==> config.mk <==
export PLATFORM = sky130hd
export DESIGN_NAME = fft_radix4_core
export DESIGN_NICKNAME = d
export VERILOG_FILES = /design/src/rtl/fft_pkg.sv /design/src/rtl/fft_bfly2.sv /design/src/rtl/fft_radix4_core.sv
export SDC_FILE = /design/constraint.sdc
export NUM_CORES = 1
export LEC_CHECK = 0
export CELL_PAD_IN_SITES_DETAIL_PLACEMENT = 0
export CELL_PAD_IN_SITES_GLOBAL_PLACEMENT = 1
export CORE_MARGIN = 8
export CORE_UTILIZATION = 40
export DETAILED_ROUTE_END_ITERATION = 10
export MAX_ROUTING_LAYER = met4
export PLACE_DENSITY_LB_ADDON = 0.08
export SLEW_MARGIN = 20
export SYNTH_ARGS = -nofsm -noshare
export SYNTH_HDL_FRONTEND = slang
export SYNTH_HIERARCHICAL = 1
export SYNTH_SLANG_ARGS = --single-unit
==> constraint.sdc <==
create_clock -name clk -period 12.2 [get_ports clk]
set_input_delay 2.44 -clock clk [delete_from_list [all_inputs] [get_ports clk]]
set_output_delay 2.44 -clock clk [all_outputs]
set_load 0.01 [all_outputs]
==> src/rtl/fft_pkg.sv <==
// -----------------------------------------------------------------------------
// fft_pkg
// Shared constants and types for the radix-4 FFT core.
//   NFFT        : points per block (4)
//   LOG2_NFFT   : log2(NFFT), also the bit growth of a full 4-point sum
//   DEF_DATA_W  : default I/Q component width
//   SCALE_SH    : output right-shift; LOG2_NFFT when FFT4_SCALE_EN is
//                 defined, 0 otherwise
//   cplx_t      : complex sample at the default width
// Configuration macro: FFT4_SCALE_EN
// -----------------------------------------------------------------------------
package fft_pkg;

    localparam int NFFT       = 4;
    localparam int LOG2_NFFT  = 2;
    localparam int DEF_DATA_W = 16;

`ifdef FFT4_SCALE_EN
    localparam int SCALE_SH = LOG2_NFFT;
`else
    localparam int SCALE_SH = 0;
`endif

    typedef struct packed {
        logic signed [DEF_DATA_W-1:0] i;
        logic signed [DEF_DATA_W-1:0] q;
    } cplx_t;

endpackage

==> src/rtl/fft_bfly2.sv <==
// -----------------------------------------------------------------------------
// fft_bfly2
// Combinational complex add/sub pair: sum = a + b, dif = a - b.
// Outputs are one bit wider than the inputs, so no overflow is possible.
//   a_i, a_q, b_i, b_q       : signed [W-1:0] complex operands
//   sum_i, sum_q, dif_i, dif_q : signed [W:0] results
// -----------------------------------------------------------------------------
module fft_bfly2 #(
    parameter int W = 16
) (
    input  logic signed [W-1:0] a_i,
    input  logic signed [W-1:0] a_q,
    input  logic signed [W-1:0] b_i,
    input  logic signed [W-1:0] b_q,
    output logic signed [W:0]   sum_i,
    output logic signed [W:0]   sum_q,
    output logic signed [W:0]   dif_i,
    output logic signed [W:0]   dif_q
);

    logic signed [W:0] ax_i, ax_q, bx_i, bx_q;

    assign ax_i = {a_i[W-1], a_i};
    assign ax_q = {a_q[W-1], a_q};
    assign bx_i = {b_i[W-1], b_i};
    assign bx_q = {b_q[W-1], b_q};

    assign sum_i = ax_i + bx_i;
    assign sum_q = ax_q + bx_q;
    assign dif_i = ax_i - bx_i;
    assign dif_q = ax_q - bx_q;

endmodule

==> src/rtl/fft_radix4_core.sv <==
// -----------------------------------------------------------------------------
// fft_radix4_core
// Pipelined 4-point radix-4 FFT/IFFT, one block per cycle, two register stages
// with valid/ready handshakes on both sides.
//   clk, rst          : clock, synchronous active-high reset
//   in_valid/in_ready : input handshake (in_ready = !stall, forced 1 in reset)
//   in_i, in_q        : x0..x3, signed [DATA_W-1:0] each
//   in_inv            : 1 = inverse transform (swaps X1/X3), sampled with data
//   out_valid/out_ready : output handshake
//   out_i, out_q      : X0..X3, signed [OUT_W-1:0] each
//   blk_cnt           : blocks accepted since reset, wraps mod 2^CNT_W
// Configuration macro: FFT4_SCALE_EN (outputs shifted right by 2, OUT_W=DATA_W;
// otherwise OUT_W=DATA_W+2 unshifted).
// -----------------------------------------------------------------------------
module fft_radix4_core
    import fft_pkg::*;
#(
    parameter  int DATA_W = DEF_DATA_W,
    parameter  int CNT_W  = 16,
    localparam int OUT_W  = DATA_W + LOG2_NFFT - SCALE_SH
) (
    input  logic                     clk,
    input  logic                     rst,
    input  logic                     in_valid,
    output logic                     in_ready,
    input  logic signed [DATA_W-1:0] in_i [NFFT],
    input  logic signed [DATA_W-1:0] in_q [NFFT],
    input  logic                     in_inv,
    output logic                     out_valid,
    input  logic                     out_ready,
    output logic signed [OUT_W-1:0]  out_i [NFFT],
    output logic signed [OUT_W-1:0]  out_q [NFFT],
    output logic [CNT_W-1:0]         blk_cnt
);

    localparam int BW = DATA_W + 1;          // after first butterfly
    localparam int FW = DATA_W + LOG2_NFFT;  // full-precision result

    // Arithmetic shift floors toward -inf; SCALE_SH is 0 in the unscaled build.
    function automatic logic signed [OUT_W-1:0] scale_out(input logic signed [FW-1:0] v);
        return OUT_W'(v >>> SCALE_SH);
    endfunction

    logic stall, take;

    assign stall    = out_valid & ~out_ready;
    assign in_ready = rst | ~stall;
    assign take     = in_valid & in_ready & ~rst;

    // ---- stage 1: radix-2 butterflies x0+/-x2, x1+/-x3 ----
    logic signed [BW-1:0] e_s_i, e_s_q, e_d_i, e_d_q;
    logic signed [BW-1:0] o_s_i, o_s_q, o_d_i, o_d_q;

    fft_bfly2 #(.W(DATA_W)) u_bf_even (
        .a_i(in_i[0]), .a_q(in_q[0]), .b_i(in_i[2]), .b_q(in_q[2]),
        .sum_i(e_s_i), .sum_q(e_s_q), .dif_i(e_d_i), .dif_q(e_d_q)
    );
    fft_bfly2 #(.W(DATA_W)) u_bf_odd (
        .a_i(in_i[1]), .a_q(in_q[1]), .b_i(in_i[3]), .b_q(in_q[3]),
        .sum_i(o_s_i), .sum_q(o_s_q), .dif_i(o_d_i), .dif_q(o_d_q)
    );

    logic signed [BW-1:0] a0_i_p1, a0_q_p1, a1_i_p1, a1_q_p1;
    logic signed [BW-1:0] b0_i_p1, b0_q_p1, b1_i_p1, b1_q_p1;
    logic                 inv_p1, vld_p1;

    always_ff @(posedge clk) begin
        if (take) begin
            a0_i_p1 <= e_s_i;
            a0_q_p1 <= e_s_q;
            a1_i_p1 <= e_d_i;
            a1_q_p1 <= e_d_q;
            b0_i_p1 <= o_s_i;
            b0_q_p1 <= o_s_q;
            b1_i_p1 <= o_d_i;
            b1_q_p1 <= o_d_q;
            inv_p1  <= in_inv;
        end
    end

    always_ff @(posedge clk) begin
        if (rst) begin
            vld_p1 <= 1'b0;
        end else if (!stall) begin
            vld_p1 <= take;
        end
    end

    // ---- stage 2: combine, optional scaling, output registers ----
    // X1 = (x0-x2) - j(x1-x3) and X3 = (x0-x2) + j(x1-x3); -j(i,q) = (q,-i).
    logic signed [BW-1:0] c_i, c_q;
    logic signed [FW-1:0] x0_i, x0_q, x1_i, x1_q, x2_i, x2_q, x3_i, x3_q;
    logic signed [FW-1:0] xr_i [NFFT];
    logic signed [FW-1:0] xr_q [NFFT];

    assign c_i = b1_q_p1;
    assign c_q = -b1_i_p1;

    fft_bfly2 #(.W(BW)) u_bf_x02 (
        .a_i(a0_i_p1), .a_q(a0_q_p1), .b_i(b0_i_p1), .b_q(b0_q_p1),
        .sum_i(x0_i), .sum_q(x0_q), .dif_i(x2_i), .dif_q(x2_q)
    );
    fft_bfly2 #(.W(BW)) u_bf_x13 (
        .a_i(a1_i_p1), .a_q(a1_q_p1), .b_i(c_i), .b_q(c_q),
        .sum_i(x1_i), .sum_q(x1_q), .dif_i(x3_i), .dif_q(x3_q)
    );

    always_comb begin
        xr_i[0] = x0_i;
        xr_q[0] = x0_q;
        xr_i[2] = x2_i;
        xr_q[2] = x2_q;
        xr_i[1] = inv_p1 ? x3_i : x1_i;
        xr_q[1] = inv_p1 ? x3_q : x1_q;
        xr_i[3] = inv_p1 ? x1_i : x3_i;
        xr_q[3] = inv_p1 ? x1_q : x3_q;
    end

    always_ff @(posedge clk) begin
        if (rst) begin
            out_valid <= 1'b0;
            for (int k = 0; k < NFFT; k++) begin
                out_i[k] <= '0;
                out_q[k] <= '0;
            end
        end else if (!stall) begin
            out_valid <= vld_p1;
            // Bubbles leave the last delivered data in place.
            if (vld_p1) begin
                for (int k = 0; k < NFFT; k++) begin
                    out_i[k] <= scale_out(xr_i[k]);
                    out_q[k] <= scale_out(xr_q[k]);
                end
            end
        end
    end

    always_ff @(posedge clk) begin
        if (rst) begin
            blk_cnt <= '0;
        end else if (take) begin
            blk_cnt <= blk_cnt + CNT_W'(1);
        end
    end

endmodule

Word level (Yosys, flattened, before mapping):

Cells that the tools add are included.
W data, S select, Z words.

* output and inout port bits: 162
* logic and storage cells: 50
* bits of input ports: 133
* register bits: 299

* reductions and logical operators: 1
* bitwise logic cells: 7
* add/subtract/negate cells: 18
* mux-type cells: 4

Operators with widths (number)
* $add A17 B17 Y18: 4
* $mux W18: 4
* $sub A17 B17 Y18: 4
* $add A16 B16 Y17: 4
* $sub A16 B16 Y17: 4
* $neg A17 Y17: 1
* $add A16 B1 Y16 const B: 1
* $and A1 B1 Y1: 3
* $not A1 Y1: 3
* $reduce_and A2 Y1: 1
* $or A1 B1 Y1: 1

Longest topological paths before layout:

* depth after elaboration: 6
* gate-level depth with buffers: 16
* mapped depth without buffers: 15

Cells and area by module:

Netlist, hierarchy kept.

By module, submodules not included
* fft_radix4_core: cells each 906, sequential area each 7357.1 µm², instances 1, area an instance 10757.8 µm²
* fft_bfly2 (u_bf_x13): cells each 514, sequential area each 0.0 µm², instances 1, area an instance 3584.7 µm²
* fft_bfly2 (u_bf_x02): cells each 510, sequential area each 0.0 µm², instances 1, area an instance 3575.9 µm²
* fft_bfly2 (u_bf_odd): cells each 489, sequential area each 0.0 µm², instances 1, area an instance 3410.8 µm²
* fft_bfly2 (u_bf_even): cells each 480, sequential area each 0.0 µm², instances 1, area an instance 3309.4 µm²

Least setup slack after synthesis:

OpenSTA, ideal clock, no wires.

* kind: in2reg
* from: in rst
* to: reg a0_i_p1[0], enable pin
* data required time: 11565 ps
* cell stages on the path: 3
* library setup time: 635 ps
* buffers on the path: 2
* slack: 3011 ps
* arrival time: 8554 ps
* cell sequence: clkbuf_1 clkbuf_1 nor2_1

* cells in the longest elaborated chain, start to end: 3
* elaborated cells on any way between the ends: 4
* classes of those cells: bitwise: 4

Ends and longest elaborated chain
* start: declaration: line fft_radix4_core.sv:23 `input logic rst,`
* $or A1 B1 Y1: line fft_radix4_core.sv:47 `assign in_ready = rst | ~stall;`
* $and A1 B1 Y1: line fft_radix4_core.sv:48 `assign take = in_valid & in_ready & ~rst;`
* $and A1 B1 Y1 *: line fft_radix4_core.sv:48
* via take: line fft_radix4_core.sv:44 `logic stall, take;`
* end signal: assignment: line fft_radix4_core.sv:69 `a0_i_p1 <= e_s_i;`
* end: declaration: line fft_radix4_core.sv:63 `logic signed [BW-1:0] a0_i_p1, a0_q_p1, a1_i_p1, a1_q_p1;`

The timed path passes the listed nets; every way through them passes the cells marked *.
A chain may end at the register's enable or synchronous reset.

Worst setup path after layout:

* from: in rst
* to: out in_ready

* cells in the longest elaborated chain, start to end: 1

Ends and longest elaborated chain
* $or A1 B1 Y1: line fft_radix4_core.sv:47
* end: declaration: line fft_radix4_core.sv:25 `output logic in_ready,`

Every way passes these cells.

==> results.json <==
{
  "syn2layout_area_growth_pct": 18.06,
  "grtUsageTotal": 0.2112,
  "netlist_area_um2": 24640,
  "crit_required_ps": 9760,
  "ys.flop_type": "dfxtp_1",
  "r2r_cells": 13,
  "drv_cap": 0,
  "arrival_ps": 4050,
  "clockBufferDepth": 3,
  "crit_path_start_kind": "input pin",
  "root_buffer": "clkbuf_16",
  "nets": 3495,
  "status": "finished clean",
  "dpl.hpwl_mm": 59.60,
  "hold_path_class": "flop to flop",
  "htreeDepth": 2,
  "cts_resized": 0,
  "clock_sinks": 299,
  "synth_warnings": 6,
  "port_buffers": 294,
  "fill_cells": 5968,
  "clk_pin_slew_ps": 60,
  "start_util": 0.4022,
  "tritoncts": "yes",
  "cts_buffers": 37,
  "core-area_um2": 61260,
  "postSynth.asyncResetShare": 0,
  "setup_viol": 0,
  "die_h_um": 264.2,
  "routedWlPerCell_um": 19.20,
  "power_leakage_nw": 11.62,
  "dr.pass1.iters": 5,
  "finalSetupTns_ps": 0,
  "cts_setup_buffers": 0,
  "die_area_um2": 69790,
  "drc": 0,
  "finalHoldViolations": 0,
  "grt_pass1_wl_mm": 115.4,
  "cp_max_fo": 87,
  "synthCells": 2899,
  "worst_slew_pin_slew_ps": 1007,
  "dp_cells": 3830,
  "seq_area_frac_synth": 0.2986,
  "clk_latency_ps": 540,
  "peakVddDrop_mv": 0.07341,
  "fin_util": 0.4749,
  "synth.distinct_cells": 111,
  "instances_no_fill": 3895,
  "syn-num-nets": 3314,
  "slew_headroom": 0.3286,
  "powerDensity_nw_per_um2": 125.0,
  "antenna_found_initial": 2,
  "finalClockSkew_ps": 18.50,
  "r2r_start": "b1_i_p1[3]$_DFFE_PP_",
  "min_period_ps": 6491,
  "fmaxAchievable_ghz": 0.1541,
  "hold_depth": 2,
  "syn_area_per_cell_um2": 8.499,
  "io_pins": 295,
  "critical_path_class": "input pin to output port",
  "hold_ws_ps": 450.9,
  "rsz0062_at_grt": "no",
  "pre_cts_slack_ps": 5683,
  "gp_congestion": 0.9147,
  "grt_pass1_vias": 20290,
  "min_from": "out_i[35]$_SDFFE_PP0P_",
  "ctsHoldBuffers": 0,
  "chipWidth_um": 264.2,
  "r2r-end": "out_q[50]$_SDFFE_PP0P_",
  "dr_total_vias": 21050,
  "rows": 91,
  "regToRegSetupSlack_ps": 7610,
  "setup_slack_ps": 5709,
  "synth_seq_cells": 299,
  "layout-drive-gt1-share": 0.04415,
  "synth_edf_count": 137,
  "antenna_left": 0,
  "crit_start": "rst",
  "grt_max_degree": 105,
  "via_per_inst": 5.404,
  "drtIter0Drc": 1334,
  "hold_path_end": "out_i[35]$_SDFFE_PP0P_",
  "finalWirelength_mm": 74.79,
  "slew_viol_final": 0,
  "grt-ovfl-total": 0,
  "critPathCaptureType": "output port",
  "finalCritPeriodShare": 0.5321
}
[cells by family (layout without fill, tap and decap cells)]
logic type | count (synthesis) | after routing | share of synthesized area
simple gates | 834 | 834 | 0.1591
fa+ha+maj | 282 | 282 | 0.1481
buf+inv | 437 | 641 | 0.07333
compound gates | 743 | 743 | 0.2084
mux | 83 | 83 | 0.03392
flops | 299 | 299 | 0.2986
other cells | 0 | 2 | 0
xor+xnor | 221 | 221 | 0.07856
[report_power, final]
part / internal (mW) / total, mW / leakage [nW] / switching, mW
logic: 0.563 / 1.34 / 8.44 / 0.777
registers: 1.16 / 1.23 / 2.61 / 0.0654
clock network: 0.632 / 1.07 / 0.562 / 0.437
total: 2.36 / 3.63 / 11.6 / 1.28
[per-stage QoR]
| step | area, µm² | power (mW) |
|---|---|---|
| global placement | 27870 | 2.569 |
| global route | 29090 | 3.860 |
| detailed placement | 27900 | 2.580 |
| finish | 29090 | 3.635 |
| CTS | 29060 | 3.678 |
| floorplan | 24640 | 2.158 |
[critical path, stage by stage]
cell	delay, ps
buf_4	680
nor3b_2	220
inv_2	150
clkdlybuf4s50_1	550
[per-layer routing]
layer	global-route usage	wire length (µm)	up-vias	share of wire
met5	-	0	-	0
met4	0.04400	1453	0	0.019
met3	0.03831	3760	71	0.050
met2	0.3295	33490	496	0.45
met1	0.2854	36090	9972	0.48
li1	-	-	10510	-
[cell type report]
type                    instances  area [µm²]  area share
well taps                     790       988.4     0.03398
diodes                          2       5.005   0.0001721
clock inverters                13       137.6    0.004731
clock buffers                  49        1022     0.03514
repair buffers                303        3048      0.1048
multi-input cells            2163       15490      0.5324
inverters                     276        1044     0.03587
flip-flops and latches        299        7357      0.2529
[cells in the mapped netlist, types with 9 or more instances]
cell / number / share of area
nor2_1: 274 / 0.042
inv_1: 268 / 0.041
ha_1: 266 / 0.14
a21oi_1: 255 / 0.052
nand2_1: 240 / 0.037
xnor2_1: 185 / 0.066
dfxtp_1: 162 / 0.13
edfxtp_1: 137 / 0.17
a211oi_1: 91 / 0.028
o21ai_0: 83 / 0.017
mux2i_1: 79 / 0.032
clkbuf_1: 78 / 0.012
nor3_1: 70 / 0.014
nor2b_1: 55 / 0.014
buf_2: 52 / 0.011
nand2b_1: 39 / 0.0099
nand3_1: 37 / 0.0075
xor2_1: 36 / 0.013
a21o_1: 31 / 0.0094
o31ai_1: 29 / 0.0088
o211ai_1: 25 / 0.0076
o21bai_1: 23 / 0.0070
a31oi_1: 21 / 0.0053
nor4_1: 17 / 0.0043
fa_1: 16 / 0.013
or3_1: 16 / 0.0041
o21a_1: 15 / 0.0046
buf_4: 14 / 0.0043
nand4_1: 14 / 0.0036
o21ai_1: 14 / 0.0028
nor3b_1: 13 / 0.0040
o2111ai_1: 12 / 0.0043
buf_1: 9 / 0.0014
o31a_1: 9 / 0.0032
or4_1: 9 / 0.0027
[flip-flops by register name (all words and copies together) (netlist names)]
name       cells
b1_q_p1       17
out_i         72
a1_i_p1       17
out_q         72
vld_p1         1
a0_i_p1       17
b1_i_p1       17
blk_cnt       16
a1_q_p1       17
b0_q_p1       17
inv_p1         1
a0_q_p1       17
out_valid      1
b0_i_p1       17
[placed cells by master (no fill, tap or decap), types with 16 or more instances in the layout]
cell / n
edfxtp_1: 137
mux2i_1: 79
nand3_1: 37
o211ai_1: 25
nand2b_1: 39
xnor2_1: 185
nor2b_1: 55
o21bai_1: 23
clkdlybuf4s50_1: 293
dfxtp_1: 162
a31oi_1: 21
or3_1: 16
nor2_1: 273
a21oi_1: 255
a211oi_1: 91
ha_1: 266
nor4_1: 17
o21ai_0: 83
nor3_1: 70
a21o_1: 31
fa_1: 16
inv_1: 268
nand2_1: 239
o31ai_1: 29
xor2_1: 36
clkbuf_16: 38
[worst max-delay path by stage]
stage / cells after the start / endpoint / slack [ps]
finish: 4 / in_ready / 5710
global route: 4 / in_ready / 5560
CTS: 4 / in_ready / 5680
detailed placement: 4 / in_ready / 5680
global placement: 4 / in_ready / 5690
floorplan: 3 / a0_i_p1[0]$_DFFE_PP_ / 3010
No activity file was read; power rests on OpenSTA's default activity.
